**config.mk**
```make
export PLATFORM = sky130hd
export DESIGN_NAME = register_file_flat
export DESIGN_NICKNAME = d
export VERILOG_FILES = /design/src/rtl/register_file_pkg.sv /design/src/rtl/register_file_if.sv /design/src/rtl/register_file_read_port.sv /design/src/rtl/register_file.sv /design/src/flat_wrapper.sv
export SDC_FILE = /design/constraint.sdc
export NUM_CORES = 1
export LEC_CHECK = 0
export ABC_AREA = 1
export CORE_AREA = 10 10 183 185
export CTS_BUF_LIST = sky130_fd_sc_hd__clkbuf_4
export DETAILED_ROUTE_END_ITERATION = 8
export DIE_AREA = 0 0 193 195
export DONT_BUFFER_PORTS = 1
export SLEW_MARGIN = 20
export SYNTH_ARGS = -nofsm -noshare
export SYNTH_HDL_FRONTEND = slang
export SYNTH_HIERARCHICAL = 1
export SYNTH_SLANG_ARGS = --single-unit
```
**constraint.sdc**
```tcl
create_clock -name clk -period 3.8 [get_ports clk]
set_input_delay 0.38 -clock clk [delete_from_list [all_inputs] [get_ports clk]]
set_output_delay 0.38 -clock clk [all_outputs]
set_load 0.1 [all_outputs]
```
**src/rtl/register_file_pkg.sv**
```systemverilog
// Shared processor package: datapath widths, register-index type and index helper.
package register_file_pkg;
  localparam int DATA_W = 16;
  localparam int NREGS  = 8;
  localparam int ADDR_W = (NREGS > 1) ? $clog2(NREGS) : 1;

  typedef logic [ADDR_W-1:0] reg_idx_t;
  typedef logic [DATA_W-1:0] word_t;

  // True for indices that name a real, writable register (R0 and out-of-range excluded).
  function automatic logic idx_ok(input int idx, input int nregs);
    return (idx > 0) && (idx < nregs);
  endfunction
endpackage

```
**src/rtl/register_file_if.sv**
```systemverilog
// Register-file port bundle: one write port, two read ports, debug write counter.
interface register_file_if
  import register_file_pkg::*;
#(
  parameter int DATA_W = register_file_pkg::DATA_W,
  parameter int ADDR_W = register_file_pkg::ADDR_W
);
  logic              wr_en;
  logic [ADDR_W-1:0] wr_addr;
  logic [DATA_W-1:0] wr_data;
  logic [ADDR_W-1:0] rd_addr1;
  logic [ADDR_W-1:0] rd_addr2;
  logic [DATA_W-1:0] rd_data1;
  logic [DATA_W-1:0] rd_data2;
  logic [15:0]       wr_count;

  modport master (
    output wr_en, wr_addr, wr_data, rd_addr1, rd_addr2,
    input  rd_data1, rd_data2, wr_count
  );

  modport slave (
    input  wr_en, wr_addr, wr_data, rd_addr1, rd_addr2,
    output rd_data1, rd_data2, wr_count
  );
endinterface

```
**src/rtl/register_file_read_port.sv**
```systemverilog
// One asynchronous read port: index decode, R0/out-of-range forcing, optional write bypass.
module regfile_read_port
  import register_file_pkg::*;
#(
  parameter int DATA_W = register_file_pkg::DATA_W,
  parameter int NREGS  = register_file_pkg::NREGS,
  parameter int ADDR_W = register_file_pkg::ADDR_W,
  parameter int BYPASS = 1
) (
  input  logic [NREGS-1:0][DATA_W-1:0] regs,
  input  logic [ADDR_W-1:0]            rd_addr,
  input  logic                         wr_commit,
  input  logic [ADDR_W-1:0]            wr_addr,
  input  logic [DATA_W-1:0]            wr_data,
  output logic [DATA_W-1:0]            rd_data
);
  // wr_commit already excludes R0, out-of-range and reset, so a hit is always a real write.
  always_comb begin
    rd_data = '0;
    if (idx_ok(int'(rd_addr), NREGS)) begin
      if ((BYPASS != 0) && wr_commit && (wr_addr == rd_addr))
        rd_data = wr_data;
      else
        rd_data = regs[rd_addr];
    end
  end
endmodule

```
**src/rtl/register_file.sv**
```systemverilog
// Flop-array register file with R0 hardwired to zero, two async read ports and a write counter.
module register_file
  import register_file_pkg::*;
#(
  parameter int DATA_W = register_file_pkg::DATA_W,
  parameter int NREGS  = register_file_pkg::NREGS,
  parameter int BYPASS = 1,
  localparam int ADDR_W = (NREGS > 1) ? $clog2(NREGS) : 1
) (
  input  logic           clk,
  input  logic           rst,
  register_file_if.slave rf
);
  logic [NREGS-1:0][DATA_W-1:0] regs;
  logic [15:0]                  count;
  logic                         commit;

  // Gated by rst so a write held during reset neither lands nor forwards.
  assign commit = rf.wr_en && !rst && idx_ok(int'(rf.wr_addr), NREGS);

  always_ff @(posedge clk or posedge rst) begin
    if (rst) begin
      regs  <= '0;
      count <= '0;
    end else if (commit) begin
      for (int i = 1; i < NREGS; i++)
        if (rf.wr_addr == ADDR_W'(i)) regs[i] <= rf.wr_data;
      count <= count + 16'd1;
    end
  end

  assign rf.wr_count = count;

  logic [1:0][ADDR_W-1:0] rd_addr;
  logic [1:0][DATA_W-1:0] rd_data;

  assign rd_addr = {rf.rd_addr2, rf.rd_addr1};

  for (genvar g = 0; g < 2; g++) begin : g_port
    regfile_read_port #(
      .DATA_W (DATA_W),
      .NREGS  (NREGS),
      .ADDR_W (ADDR_W),
      .BYPASS (BYPASS)
    ) u_port (
      .regs      (regs),
      .rd_addr   (rd_addr[g]),
      .wr_commit (commit),
      .wr_addr   (rf.wr_addr),
      .wr_data   (rf.wr_data),
      .rd_data   (rd_data[g])
    );
  end

  assign rf.rd_data1 = rd_data[0];
  assign rf.rd_data2 = rd_data[1];
endmodule

```
**src/flat_wrapper.sv**
```systemverilog
// flat-port wrapper written by rule: the top's interface ports become plain ports
module register_file_flat import register_file_pkg::*;
#(
  parameter int DATA_W = register_file_pkg::DATA_W,
  parameter int NREGS  = register_file_pkg::NREGS,
  parameter int BYPASS = 1,
  localparam int ADDR_W = (NREGS > 1) ? $clog2(NREGS) : 1
)
  (clk, rst, rf_wr_en, rf_wr_addr, rf_wr_data, rf_rd_addr1, rf_rd_addr2, rf_rd_data1, rf_rd_data2, rf_wr_count);
  register_file_if #(.DATA_W(DATA_W)) rf_i ();
  input  logic clk;
  input  logic rst;
  input wire logic [$bits(rf_i.wr_en)-1:0] rf_wr_en;
  input wire logic [$bits(rf_i.wr_addr)-1:0] rf_wr_addr;
  input wire logic [$bits(rf_i.wr_data)-1:0] rf_wr_data;
  input wire logic [$bits(rf_i.rd_addr1)-1:0] rf_rd_addr1;
  input wire logic [$bits(rf_i.rd_addr2)-1:0] rf_rd_addr2;
  output wire logic [$bits(rf_i.rd_data1)-1:0] rf_rd_data1;
  output wire logic [$bits(rf_i.rd_data2)-1:0] rf_rd_data2;
  output wire logic [$bits(rf_i.wr_count)-1:0] rf_wr_count;
  assign rf_i.wr_en = rf_wr_en;
  assign rf_i.wr_addr = rf_wr_addr;
  assign rf_i.wr_data = rf_wr_data;
  assign rf_i.rd_addr1 = rf_rd_addr1;
  assign rf_i.rd_addr2 = rf_rd_addr2;
  assign rf_rd_data1 = rf_i.rd_data1;
  assign rf_rd_data2 = rf_i.rd_data2;
  assign rf_wr_count = rf_i.wr_count;
  register_file #(.DATA_W(DATA_W), .NREGS(NREGS), .BYPASS(BYPASS)) u_core (.clk(clk), .rst(rst), .rf(rf_i));
endmodule
```
# --- After elaboration in Yosys (flattened, before gate mapping) ---
# Cells that the tools add are included.
word_totals:
  word_cells: 43
  output_inout_bits: 48
  input_bits: 28
  register_bits: 128
classes:
  order_cmp: 5
  reduce_logical: 12
  n_eq_ne: 9
  addsub: 1
  muxes: 8
op_table:
  columns: ["operator", "count"]
  rows:
  - ["$bmux 16 s3", 2]
  - ["$mux 16", 6]
  - ["$add 16x1->16 const B", 1]
  - ["$reduce_and 2->1", 7]
  - ["$eq 3x3->1 const B", 4]
  - ["$gt 3x1->1 const B", 3]
  - ["$lt 3x4->1 const B", 2]
  - ["$eq 3x2->1 const B", 2]
  - ["$eq 3x3->1", 2]
  - ["$logic_and 1x1->1", 4]
  - ["$eq 3x1->1 const B", 1]
  - ["$logic_not 1->1", 1]

# --- Longest topological paths before layout ---
logic_depth:
  ltp_word: 6
  ltp_mapped: 11

# --- Modules after synthesis ---
# Netlist, hierarchy kept.
by_module_without_submodules:
  columns: ["mod", "instances", "seq_area_each_um2", "cells_each", "area_each_um2"]
  rows:
  - ["register_file", 1, 3203.1, 504, 4977.3]
  - ["regfile_read_port", 2, 0.0, 367, 1649.1]

# --- Worst setup path before layout ---
# OpenSTA, ideal clock, no wires.
synth_path:
  path_type: "in2out"
  start: "input rf_wr_en"
  end: "output rf_rd_data1[0]"
  path_buffers: 0
  slack_ns: 0.936
  cell_stages: 10
  t_arrival_ns: 2.484
  path_cell_list: "inv_1 -> nor2_4 -> nand2_4 -> inv_2 -> nand2_2 -> nor2_8 -> nand2_4 -> nand2_1 -> nor2_1 -> nor2_1"
synth_between:
  elab_chain_cells: 5
synth_rtl:
  columns: ["item", "line", "rtl"]
  rows:
  - ["start: declaration", "flat_wrapper.sv:13", "input wire logic [$bits(rf_i.wr_en)-1:0] rf_wr_en;"]
  - ["$logic_and 1x1->1 (2 in a row)", "register_file.sv:19", "assign commit = rf.wr_en && !rst && idx_ok(int'(rf.wr_addr), NREGS);"]
  - ["via u_core.commit", "register_file.sv:16", "logic commit;"]
  - ["$logic_and 1x1->1", "register_file_read_port.sv:21", "if ((BYPASS != 0) && wr_commit && (wr_addr == rd_addr))"]
  - ["$mux 16", "register_file_read_port.sv:21", null]
  - ["$mux 16", "register_file_read_port.sv:20", "if (idx_ok(int'(rd_addr), NREGS)) begin"]
  - ["end: declaration", "flat_wrapper.sv:18", "output wire logic [$bits(rf_i.rd_data1)-1:0] rf_rd_data1;"]
# The timed path passes the listed nets, and every way through them passes these cells.

# --- Worst setup path after layout ---
layout_path:
  start: "input rf_rd_addr1[0]"
  end: "output rf_rd_data1[1]"
layout_between:
  elab_chain_cells: 4
layout_rtl:
  columns: ["item", "line", "rtl"]
  rows:
  - ["start: declaration", "flat_wrapper.sv:16", "input wire logic [$bits(rf_i.rd_addr1)-1:0] rf_rd_addr1;"]
  - ["$bmux 16 s3 / $eq 3x3->1 (equally long branches)", "register_file_read_port.sv:24, register_file_read_port.sv:21", null]
  - ["$mux 16 (implied by the code) / $logic_and 1x1->1 (equally long branches)", "register_file_read_port.sv:24, register_file_read_port.sv:21", null]
  - ["$mux 16", "register_file_read_port.sv:21", null]
  - ["$mux 16 (*)", "register_file_read_port.sv:20", null]
# Every way passes the cells marked *; elsewhere a longest branch is shown, timed or not. The select of a mux whose other input is x is not followed.

==> summary.md <==
| Metric | Value |
|---|---|
| Status | finished, final reports clean |
| DR WL/cell | 16.3 um |
| CTS Sinks | 128 |
| Hold Crit Depth | 2 |
| Syn Area/Cell | 6.68 um2 |
| Vias after detailed routing | 8,112 |
| Critical path class | input pin to output port |
| Clock Path Buffers | 2 |
| Initial Utilization | 27.6% |
| Max Fclk | 359 MHz |
| # setup viols final | 0 |
| Layout cells sized above 1 | 12.6% |
| Post-synthesis register bit count | 128 |
| Setup TNS Final | 0 ns |
| Dominant cell type by area after synthesis | dfrtp_1 |
| Worst-margin pin slew | 1.04 ns |
| Cell mode on critical path | nor2_1 |
| Worst EP arrival | 2.40 ns |
| Final clock skew | 0.00449 ns |
| Most common cell after layout, fill and taps aside | nand2_1 |
| CP peak stage delay | 0.46 ns |
| Worst EP required | 3.42 ns |
| CTS tree | done |
| Final ANT Viol Nets | 0 |
| Crit path time final | 2.78 ns |
| DRC | 0 |
| Dpl ws | 1.15 ns |
| Max-slew violations | 0 |
| Die Wd | 193 um |
| Post-DP HPWL | 17.0 mm |
| # rows | 64 |
| Grt total ovfl | 0 |
| Port buffer count | 0 |
| CP Buf/Inv Count | 2 |
| Type of destination of the critical path | output port |
| First-pass GRT wire length | 42.7 mm |
| Met1 wire length | 12.2 mm |
| Slowest stage cell on the critical path | nor2_4 |
| RSZ-0062 raised after global routing | no |
| Top sig layer | met4 |
| Worst Hold End | u_core/regs[126]$_DFFE_PP0P_ |
| Post-layout net count | 1,287 |
| Die footprint | 37,600 um2 |
| CTS clk-pin slew, worst paths | 0.12 ns |
| Hold Vio Cnt, Final | 0 |
| 1st-iter DRT viols | 828 |
| Core footprint | 30,000 um2 |
| Initial antenna violation count | 1 |
| I/O pin total | 76 |
| Area Growth Syn to Fin | 11.3% |
| Top delay family on crit path | simple AND/OR/NAND/NOR gates |
| Synthesized cell area | 8280 um2 |
| Slew HR | 30.5% |
| Reg2reg end | u_core/rf.wr_count[10]$_DFFE_PP0P_ |
| Chip height | 195 um |
| Final WS setup | 1.02 ns |
| Most frequent cells in the layout | nand2_1 (464), nand3_1 (167), dfrtp_1 (128) |
| Root buf cell | clkbuf_4 |
| Clock latency on the worst-skew pair | 0.54 ns |
| Peak supply drop | 0.356 mV |
| CP Launch Type | input pin |
| Post-synth top area share | 38.7% |
| Routed WL | 27.2 mm |
| Drt pass-1 iters | 5 |
| Maxcap violations | 0 |
| Post-synth cell types | 30 |
| R2R Setup Slk | 1.77 ns |
| Min-delay src | rf_wr_data[14] |
| Vias in the first global route | 7,737 |
| PD cells | 500 nW/um2 |
| GRT Overall Usage | 14.3% |
| Final GP Congestion | 0.810 |
| Via density | 4.86 |
| Filler cells | 3,328 |
| Wire length on met2 | 11.3 mm |
| Pin count of the biggest net entering global routing | 66 |
| Tcrit/Tclk final | 73.3% |
| HP Class | input pin to flop |
| H-tree depth | 4 |
| R2R cell count | 4 |
| Seq/Total Area, Yosys | 38.7% |
| Met3 wire length | 3.26 mm |
| Leak | 0.00459 uW |
| CTS Buf Count | 17 |
| Reg2reg start | u_core/rf.wr_count[8]$_DFFE_PP0P_ |
| CP Cell Sequence | inv_2 -> nor2_1 -> nor2_4 -> nand2_4 -> nand2_1 -> nor2_1 -> nor2_2 -> buf_4 |
| Gate Count Post-Synth | 1,238 |
| Resized cells post-CTS | 0 |
| Ys Warns | 38 |
| CP max FO | 65 |
| Ranking of synthesized cells by area | dfrtp_1 (39%), nand2_1 (21%), nand3_1 (10%), nor2_1 (6.3%), o21ai_0 (3.9%) |
-- kinds of logic (layout without fill, tap and decap cells) --
family          after synthesis  after routing  synth area share [%]
compound gates              115            115                  7.59
xor+xnor                     10             10                  1.06
fa+ha+maj                     1              1                 0.151
buf+inv                     128            130                  7.23
flops                       128            128                  38.7
other cells                   1             34                0.0453
simple gates                855            855                  45.2
-- area by class of cell --
type	count	area (um2)	share of cell area, %
Tap cell	396	495	5.38
Timing Repair Buffer	49	370	4.02
Inverter	49	191	2.08
Clock buffer	17	128	1.39
Antenna cell	2	5.00	0.0543
Multi-Input combinational cell	1013	4640	50.3
Clock inverter	15	185	2.01
Sequential cell	128	3200	34.8
-- power breakdown --
group,switching [uW],internal [uW],leakage [uW],total (uW)
clock network,577,463,0.000157,1040
logic,1210,458,0.00288,1670
registers,240,1650,0.00155,1890
total,2030,2570,0.00459,4600
-- registers in the layout, indices dropped and copies added, names as in the netlist --
| signal | count |
|---|---|
| u_core/regs | 112 |
| u_core/rf.wr_count | 16 |
-- worst max path at each step --
stage                     depth (start not counted)                           end           start  slack [ns]
after floorplan                                   1  u_core/regs[100]$_DFFE_PP0P_             rst       0.007
after global placement                            8                rf_rd_data1[2]  rf_rd_addr1[0]        1.18
after detailed placement                          8                rf_rd_data1[3]  rf_rd_addr1[0]        1.15
after CTS                                         8                rf_rd_data1[3]  rf_rd_addr1[0]        1.15
after global routing                              8                rf_rd_data1[2]  rf_rd_addr1[0]        1.03
final                                             8                rf_rd_data1[1]  rf_rd_addr1[0]        1.02
-- what timing repair did --
action,4_1_cts,5_1_grt
hold buffers,1,0
hold endpoints to repair,54,0
buffers inserted,0,0
-- cells in the mapped netlist --
cell type / instances
a21oi_1: 36
a21oi_2: 14
buf_1: 2
buf_2: 42
buf_4: 10
buf_6: 3
clkbuf_1: 22
conb_1: 1
dfrtp_1: 128
ha_1: 1
inv_1: 44
inv_2: 3
inv_4: 2
nand2_1: 464
nand2_2: 10
nand2_4: 3
nand3_1: 169
nand3b_1: 32
nand4_1: 5
nor2_1: 139
nor2_2: 23
nor2_4: 4
nor2_8: 2
nor3_1: 2
nor3_2: 1
nor3_4: 1
o21ai_0: 64
o21ai_1: 1
xnor2_1: 2
xor2_1: 8
-- metrics by stage --
stage	std cells	power [uW]	hold slack, ns	instance area, um2	utilization, %
global placement	1634	3550	0.431	8890	29.6
floorplan	1269	3250	0.474	8390	-
finish	1669	4600	0.0850	9210	30.7
CTS	1667	4640	0.0450	9210	30.7
detailed placement	1634	3580	0.437	8890	29.6
global route	1669	4900	0.0483	9210	30.7
-- layer usage --
layer  vias to the layer above  track usage [%]
met5                         -                0
met4                         0             3.25
met3                        26             5.38
met2                       355             20.6
met1                      3768             19.6
li1                       3963                -
Note: power is estimated with default switching activity, not from simulation.
